**src/rtl/riscv_ahb_ram_ctrl_if.sv**
```systemverilog
// AHB3-Lite bus bundle between a master and the RAM controller slave.
// master modport: drives address/control/write data, receives HRDATA,
//                 HREADYOUT and HRESP.
// slave modport:  the reverse direction.
interface riscv_ahb_ram_ctrl_if #(
  parameter int HADDR_SIZE = 32,
  parameter int HDATA_SIZE = 32
);
  logic                  HSEL;
  logic [HADDR_SIZE-1:0] HADDR;
  logic [HDATA_SIZE-1:0] HWDATA;
  logic [HDATA_SIZE-1:0] HRDATA;
  logic                  HWRITE;
  logic [2:0]            HSIZE;
  logic [2:0]            HBURST;
  logic [3:0]            HPROT;
  logic [1:0]            HTRANS;
  logic                  HREADY;
  logic                  HREADYOUT;
  logic                  HRESP;

  modport master (
    output HSEL, HADDR, HWDATA, HWRITE, HSIZE, HBURST, HPROT, HTRANS, HREADY,
    input  HRDATA, HREADYOUT, HRESP
  );

  modport slave (
    input  HSEL, HADDR, HWDATA, HWRITE, HSIZE, HBURST, HPROT, HTRANS, HREADY,
    output HRDATA, HREADYOUT, HRESP
  );
endinterface

```
**src/rtl/riscv_ahb_ram_ctrl.sv**
```systemverilog
// AHB3-Lite slave front-end for a single-port (1RW) RAM with registered
// read data. Turns AHB address/data phases into RAM cycles; a read that
// arrives while a write data phase owns the RAM port costs one wait state.
// Ports:
//   clk_i, rst_ni  clock, synchronous active-low reset
//   ahb            AHB slave modport (HSEL..HREADY in, HRDATA/HREADYOUT/HRESP out)
//   ram_addr_o     RAM word address
//   ram_we_o       RAM write enable
//   ram_be_o       RAM byte enables
//   ram_din_o      RAM write data (HWDATA)
//   ram_dout_i     RAM read data, one cycle after address
module riscv_ahb_ram_ctrl #(
  parameter int HADDR_SIZE = 32,
  parameter int HDATA_SIZE = 32,
  parameter int ABITS      = 10
) (
  input  logic                    clk_i,
  input  logic                    rst_ni,
  riscv_ahb_ram_ctrl_if.slave     ahb,
  output logic [ABITS-1:0]        ram_addr_o,
  output logic                    ram_we_o,
  output logic [HDATA_SIZE/8-1:0] ram_be_o,
  output logic [HDATA_SIZE-1:0]   ram_din_o,
  input  logic [HDATA_SIZE-1:0]   ram_dout_i
);

  localparam int unsigned BE_W = HDATA_SIZE / 8;
  localparam int unsigned LSB  = $clog2(BE_W);

  typedef enum logic [1:0] {
    ST_IDLE,
    ST_WR,
    ST_RD,
    ST_RDW
  } state_e;

  state_e            state_q, state_d;
  logic [ABITS-1:0]  addr_q, addr_d;
  logic [BE_W-1:0]   be_q, be_d;
  logic              accept;
  logic              ready;
  logic [ABITS-1:0]  haddr_word;
  logic [BE_W-1:0]   be_calc;
  logic              unused_sig;

  assign haddr_word = ahb.HADDR[ABITS+LSB-1:LSB];
  assign accept     = ahb.HSEL & ahb.HREADY & ahb.HTRANS[1];
  assign unused_sig = ^{ahb.HBURST, ahb.HPROT, ahb.HADDR};

  // A lane is enabled when it lies in the same naturally aligned
  // 2^HSIZE-byte block as the transfer address.
  always_comb begin : be_gen
    int unsigned sz;
    int unsigned off;
    be_calc = '0;
    sz      = 32'(ahb.HSIZE);
    off     = 32'(ahb.HADDR[LSB-1:0]);
    if (sz >= LSB) begin
      be_calc = '1;
    end else begin
      for (int unsigned i = 0; i < BE_W; i++) begin
        if ((i >> sz) == (off >> sz)) be_calc[i] = 1'b1;
      end
    end
  end

  always_comb begin
    state_d = state_q;
    addr_d  = addr_q;
    be_d    = be_q;
    ready   = (state_q != ST_RDW);
    if (state_q == ST_RDW) begin
      state_d = ST_RD;
    end else if (accept) begin
      // addr_q serves both the write address and the deferred read address:
      // the write commits on the same edge that loads the read address.
      addr_d = haddr_word;
      if (ahb.HWRITE) begin
        state_d = ST_WR;
        be_d    = be_calc;
      end else if (state_q == ST_WR) begin
        state_d = ST_RDW;
      end else begin
        state_d = ST_RD;
      end
    end else begin
      state_d = ST_IDLE;
    end
  end

  always_ff @(posedge clk_i) begin
    if (!rst_ni) begin
      state_q <= ST_IDLE;
      addr_q  <= '0;
      be_q    <= '0;
    end else begin
      state_q <= state_d;
      addr_q  <= addr_d;
      be_q    <= be_d;
    end
  end

  // Write enable is gated by reset so an in-flight write never reaches the RAM.
  assign ram_we_o   = rst_ni & (state_q == ST_WR);
  assign ram_be_o   = ram_we_o ? be_q : '0;
  assign ram_addr_o = ((state_q == ST_WR) || (state_q == ST_RDW)) ? addr_q : haddr_word;
  assign ram_din_o  = ahb.HWDATA;

  assign ahb.HRDATA    = ram_dout_i;
  assign ahb.HREADYOUT = ready;
  assign ahb.HRESP     = 1'b0;

endmodule

```
**src/flat_wrapper.sv**
```systemverilog
// flat-port wrapper written by rule: the top's interface ports become plain ports
module riscv_ahb_ram_ctrl_flat 
#(
  parameter int HADDR_SIZE = 32,
  parameter int HDATA_SIZE = 32,
  parameter int ABITS      = 10
)
  (clk_i, rst_ni, ram_addr_o, ram_we_o, ram_be_o, ram_din_o, ram_dout_i, ahb_HSEL, ahb_HADDR, ahb_HWDATA, ahb_HWRITE, ahb_HSIZE, ahb_HBURST, ahb_HPROT, ahb_HTRANS, ahb_HREADY, ahb_HRDATA, ahb_HREADYOUT, ahb_HRESP);
  riscv_ahb_ram_ctrl_if #(.HADDR_SIZE(HADDR_SIZE), .HDATA_SIZE(HDATA_SIZE)) ahb_i ();
  input  logic clk_i;
  input  logic rst_ni;
  output logic [ABITS-1:0] ram_addr_o;
  output logic ram_we_o;
  output logic [HDATA_SIZE/8-1:0] ram_be_o;
  output logic [HDATA_SIZE-1:0] ram_din_o;
  input  logic [HDATA_SIZE-1:0] ram_dout_i;
  input wire logic [$bits(ahb_i.HSEL)-1:0] ahb_HSEL;
  input wire logic [$bits(ahb_i.HADDR)-1:0] ahb_HADDR;
  input wire logic [$bits(ahb_i.HWDATA)-1:0] ahb_HWDATA;
  input wire logic [$bits(ahb_i.HWRITE)-1:0] ahb_HWRITE;
  input wire logic [$bits(ahb_i.HSIZE)-1:0] ahb_HSIZE;
  input wire logic [$bits(ahb_i.HBURST)-1:0] ahb_HBURST;
  input wire logic [$bits(ahb_i.HPROT)-1:0] ahb_HPROT;
  input wire logic [$bits(ahb_i.HTRANS)-1:0] ahb_HTRANS;
  input wire logic [$bits(ahb_i.HREADY)-1:0] ahb_HREADY;
  output wire logic [$bits(ahb_i.HRDATA)-1:0] ahb_HRDATA;
  output wire logic [$bits(ahb_i.HREADYOUT)-1:0] ahb_HREADYOUT;
  output wire logic [$bits(ahb_i.HRESP)-1:0] ahb_HRESP;
  assign ahb_i.HSEL = ahb_HSEL;
  assign ahb_i.HADDR = ahb_HADDR;
  assign ahb_i.HWDATA = ahb_HWDATA;
  assign ahb_i.HWRITE = ahb_HWRITE;
  assign ahb_i.HSIZE = ahb_HSIZE;
  assign ahb_i.HBURST = ahb_HBURST;
  assign ahb_i.HPROT = ahb_HPROT;
  assign ahb_i.HTRANS = ahb_HTRANS;
  assign ahb_i.HREADY = ahb_HREADY;
  assign ahb_HRDATA = ahb_i.HRDATA;
  assign ahb_HREADYOUT = ahb_i.HREADYOUT;
  assign ahb_HRESP = ahb_i.HRESP;
  riscv_ahb_ram_ctrl #(.HADDR_SIZE(HADDR_SIZE), .HDATA_SIZE(HDATA_SIZE), .ABITS(ABITS)) u_core (.clk_i(clk_i), .rst_ni(rst_ni), .ahb(ahb_i), .ram_addr_o(ram_addr_o), .ram_we_o(ram_we_o), .ram_be_o(ram_be_o), .ram_din_o(ram_din_o), .ram_dout_i(ram_dout_i));
endmodule
```
**config.mk**
```make
export PLATFORM = sky130hd
export DESIGN_NAME = riscv_ahb_ram_ctrl_flat
export DESIGN_NICKNAME = d
export VERILOG_FILES = /design/src/rtl/riscv_ahb_ram_ctrl_if.sv /design/src/rtl/riscv_ahb_ram_ctrl.sv /design/src/flat_wrapper.sv
export SDC_FILE = /design/constraint.sdc
export NUM_CORES = 1
export LEC_CHECK = 0
export BUFFER_PORTS_ARGS = -buffer_cell sky130_fd_sc_hd__buf_2
export CAP_MARGIN = 10
export CORE_AREA = 2 2 74 76
export CTS_BUF_LIST = sky130_fd_sc_hd__clkbuf_4 sky130_fd_sc_hd__clkbuf_8
export CTS_CLUSTER_SIZE = 12
export DETAILED_ROUTE_END_ITERATION = 10
export DIE_AREA = 0 0 76 78
export PLACE_DENSITY = 0.76
export SLEW_MARGIN = 20
export SYNTH_ARGS = -nofsm -noshare
export SYNTH_HDL_FRONTEND = slang
export SYNTH_SLANG_ARGS = --single-unit
```
**constraint.sdc**
```tcl
create_clock -name clk_i -period 0.9 [get_ports clk_i]
set_input_delay 0.09 -clock clk_i [delete_from_list [all_inputs] [get_ports clk_i]]
set_output_delay 0.09 -clock clk_i [all_outputs]
set_load 0.02 [all_outputs]
```
==> results.md <==
- Outcome: finished with violations
- Violated checks: negative setup slack
- Mapped Avg Cell Area: 9.08 um2
- Detailed Place HPWL: 3070 um
- Global-route wire length before repair: 5480 um
- DP Area: 1390 um2
- H-tree Lvls: 1
- Pre-Repair DR Iteration Count: 4
- Final setup violating endpoints: 31
- Multi-input gate area: around 700 um2
- WL final: 3750 um
- Post-route ant nets: 0
- Hold Fails Final Rpt: 0
- Vias: between 900 and 1000
- Final period util: 146%
- Comb pwr share: 20.8%
- Worst-skew pair later-pin latency: 0.25 ns
- WHS: 0.0960 ns
- Final nets: 260
- Fin. max-slew vios: 0
- Worst Path Required: ~0.81 ns
- Longest Clk Path Bufs: 2
- Clock sink total: 16
- Min-delay worst type: in2reg
- MaxCap Viol Count: 0
- Vias/cell: 4.47
- Crit Path Max Fanout: 7
- Worst R2R Start: u_core.state_q[0]
- # placed instances: 208
- Post-Layout Cell Count: roughly 220
- Netlist cell types: 27
- Period minus WS final: 1.31 ns
- Yosys reg bits: 16
- Layout area overhead: 14.0%
- Fin worst setup slack: -0.413 ns
- RSZ-0062 raised after global routing: true
- PD cells: 1050 nW/um2
- Post-Synthesis Cells: around 160
- Die area: 5930 um2
- Clock root buffer: clkbuf_8
- Place WS: -0.214 ns
- DRC: 0
- Die H: 78 um
- Clock power frac: a little over a third
- Switching share of power: between 20 and 25%
- Iteration-0 DRC Markers: 37
- Cts bufs inserted: 3
- Register area: 325 um2
- Leakage Power: 0.000691 uW
- GRT overflow: 0
- Reg-to-reg slack, setup: -0.33 ns
- Internal Pwr Total: 1310 uW
- Share of cells above drive strength 1: 76.7%
- Initial antenna violation count: 0
- Final Core Density: between 30% and 40%
- Commonest non-fill, non-tap cell in the layout: buf_6
- Core area: slightly above 5000 um2
- Hold Path Origin: ahb_HADDR[3]
- Crit. End Element: output port
- Vias in the first global route: 942
- Seq pwr share: a little over two fifths
- Most frequent cells in the layout: 22 x buf_6, 20 x buf_2, 14 x dfxtp_1
- Antenna Diode Count: 0
- Cell area after synthesis: 1460 um2
- Cell area after layout: around 1700 um2
- Syn nets: 274
- Layout fillers: 521
- Die width: ~76 um
- Peak supply drop: 0.860 mV
- Worst Skew: 0.000757 ns
- Rows: 26
- Hold Crit Depth: 3
- Initial Util: 29.0%
- Largest net degree at the start of global routing: 18
- Critical path launch point: u_core.state_q[0]
- Critical path arrival: 1.22 ns
- Sequential fraction of the synthesis area: 21.9%
- CTS clk-pin slew, worst paths: 0.06 ns
- Max Fclk: between 0.7 and 0.8 GHz
- GRT Resource Usage Total: around 12%
- Routability cong.: between 0.7 and 0.8
- Critical Path Start Type: flip-flop
- Synth warn: 0
- NetSw: 436 uW
- Ports: 194
- WS Path Type: reg2out
- R2R depth: 4
- Port Buffer Count: 36
- WL/cell: 17.3 um
- CTS tree: built
==> routing by layer <==
metal | vias to the layer above | part of all wire (%) | track usage (%)
met3 | 9 | 17 | 9.53
met2 | 74 | 52 | 22.1
met5 | - | 0 | 0
met1 | 428 | 30 | 10.4
met4 | 0 | 1.3 | 3.45
li1 | 455 | - | -
==> cells by family (layout without fill, tap and decap cells) <==
kind of cell / after synthesis / after routing / synth area share [%]
buffers and inverters: 75 / 60 / 38.5
multiplexers: 10 / 10 / 7.71
AO/OA/AOI/OAI: 31 / 31 / 17.0
AND/OR/NAND/NOR: 28 / 28 / 14.6
flip-flops: 16 / 16 / 21.9
other: 1 / 1 / 0.257
==> state kept, by name, summed over array words and instances, names as in the netlist <==
| register | cells |
|---|---|
| u_core.addr_q | 10 |
| u_core.be_q | 4 |
| u_core.state_q | 2 |
==> Yosys cell counts <==
cell	n	area share (%)
nor2_1	2	0.51
nand3_2	10	6.8
nor3_1	1	0.34
and2_1	2	0.86
mux2_2	10	7.7
nand3_1	1	0.34
and3_1	7	3.0
clkbuf_1	3	0.77
o2111ai_1	4	2.4
a21boi_4	1	1.3
and2_4	1	0.60
a21boi_2	9	6.9
buf_8	1	1.0
a21o_1	2	1.0
a21oi_1	2	0.68
a21boi_1	1	0.51
inv_1	1	0.26
inv_2	1	0.26
o21ai_0	3	1.0
o21ai_1	9	3.1
nor2b_1	1	0.43
conb_1	1	0.26
and3b_1	2	1.2
and2b_1	1	0.51
buf_4	66	34
dfxtp_1	16	22
buf_6	3	2.3
==> metrics by stage <==
step	TNS [ns]	total power (uW)
final	-8.89	1750
after global routing	-10.38	1840
after CTS	-9.05	1770
after detailed placement	-5.06	1070
after global placement	-4.19	1060
after floorplan	-0.616	1370
==> final timing paths <==
kind                           end
setup / recovery     ram_addr_o[7]
hold / removal    u_core.addr_q[1]
setup reg to reg    u_core.be_q[1]
hold reg to reg   u_core.addr_q[6]
==> layout make-up <==
cell class                 count  area share (%)
tap                           70            5.26
multi-input combinational     70            42.9
inverter                       2           0.751
timing repair buffer          54            28.2
clock buffer                   4            3.30
sequential                    16            19.5
==> worst max-delay path, stage by stage (launching register included) <==
cell     delay [ns]
dfxtp_4        0.39
buf_6          0.14
mux2_4         0.31
buf_6          0.13
==> power groups by stage <==
stage | Clock [uW] | Combinational [uW] | Sequential, uW
after floorplan | 0 | 616 | 756
after global placement | 0 | 299 | 759
after detailed placement | 0 | 307 | 760
after CTS | 665 | 359 | 744
after global routing | 698 | 391 | 746
final | 638 | 363 | 745
==> repair_timing <==
action,CTS,global route
resized for setup,51,7
pin swaps,7,5
hold buffers,0,0
setup endpoints to repair,32,32
gates cloned,0,0
buffers inserted,4,1
Power figures use the tool's default switching activity.
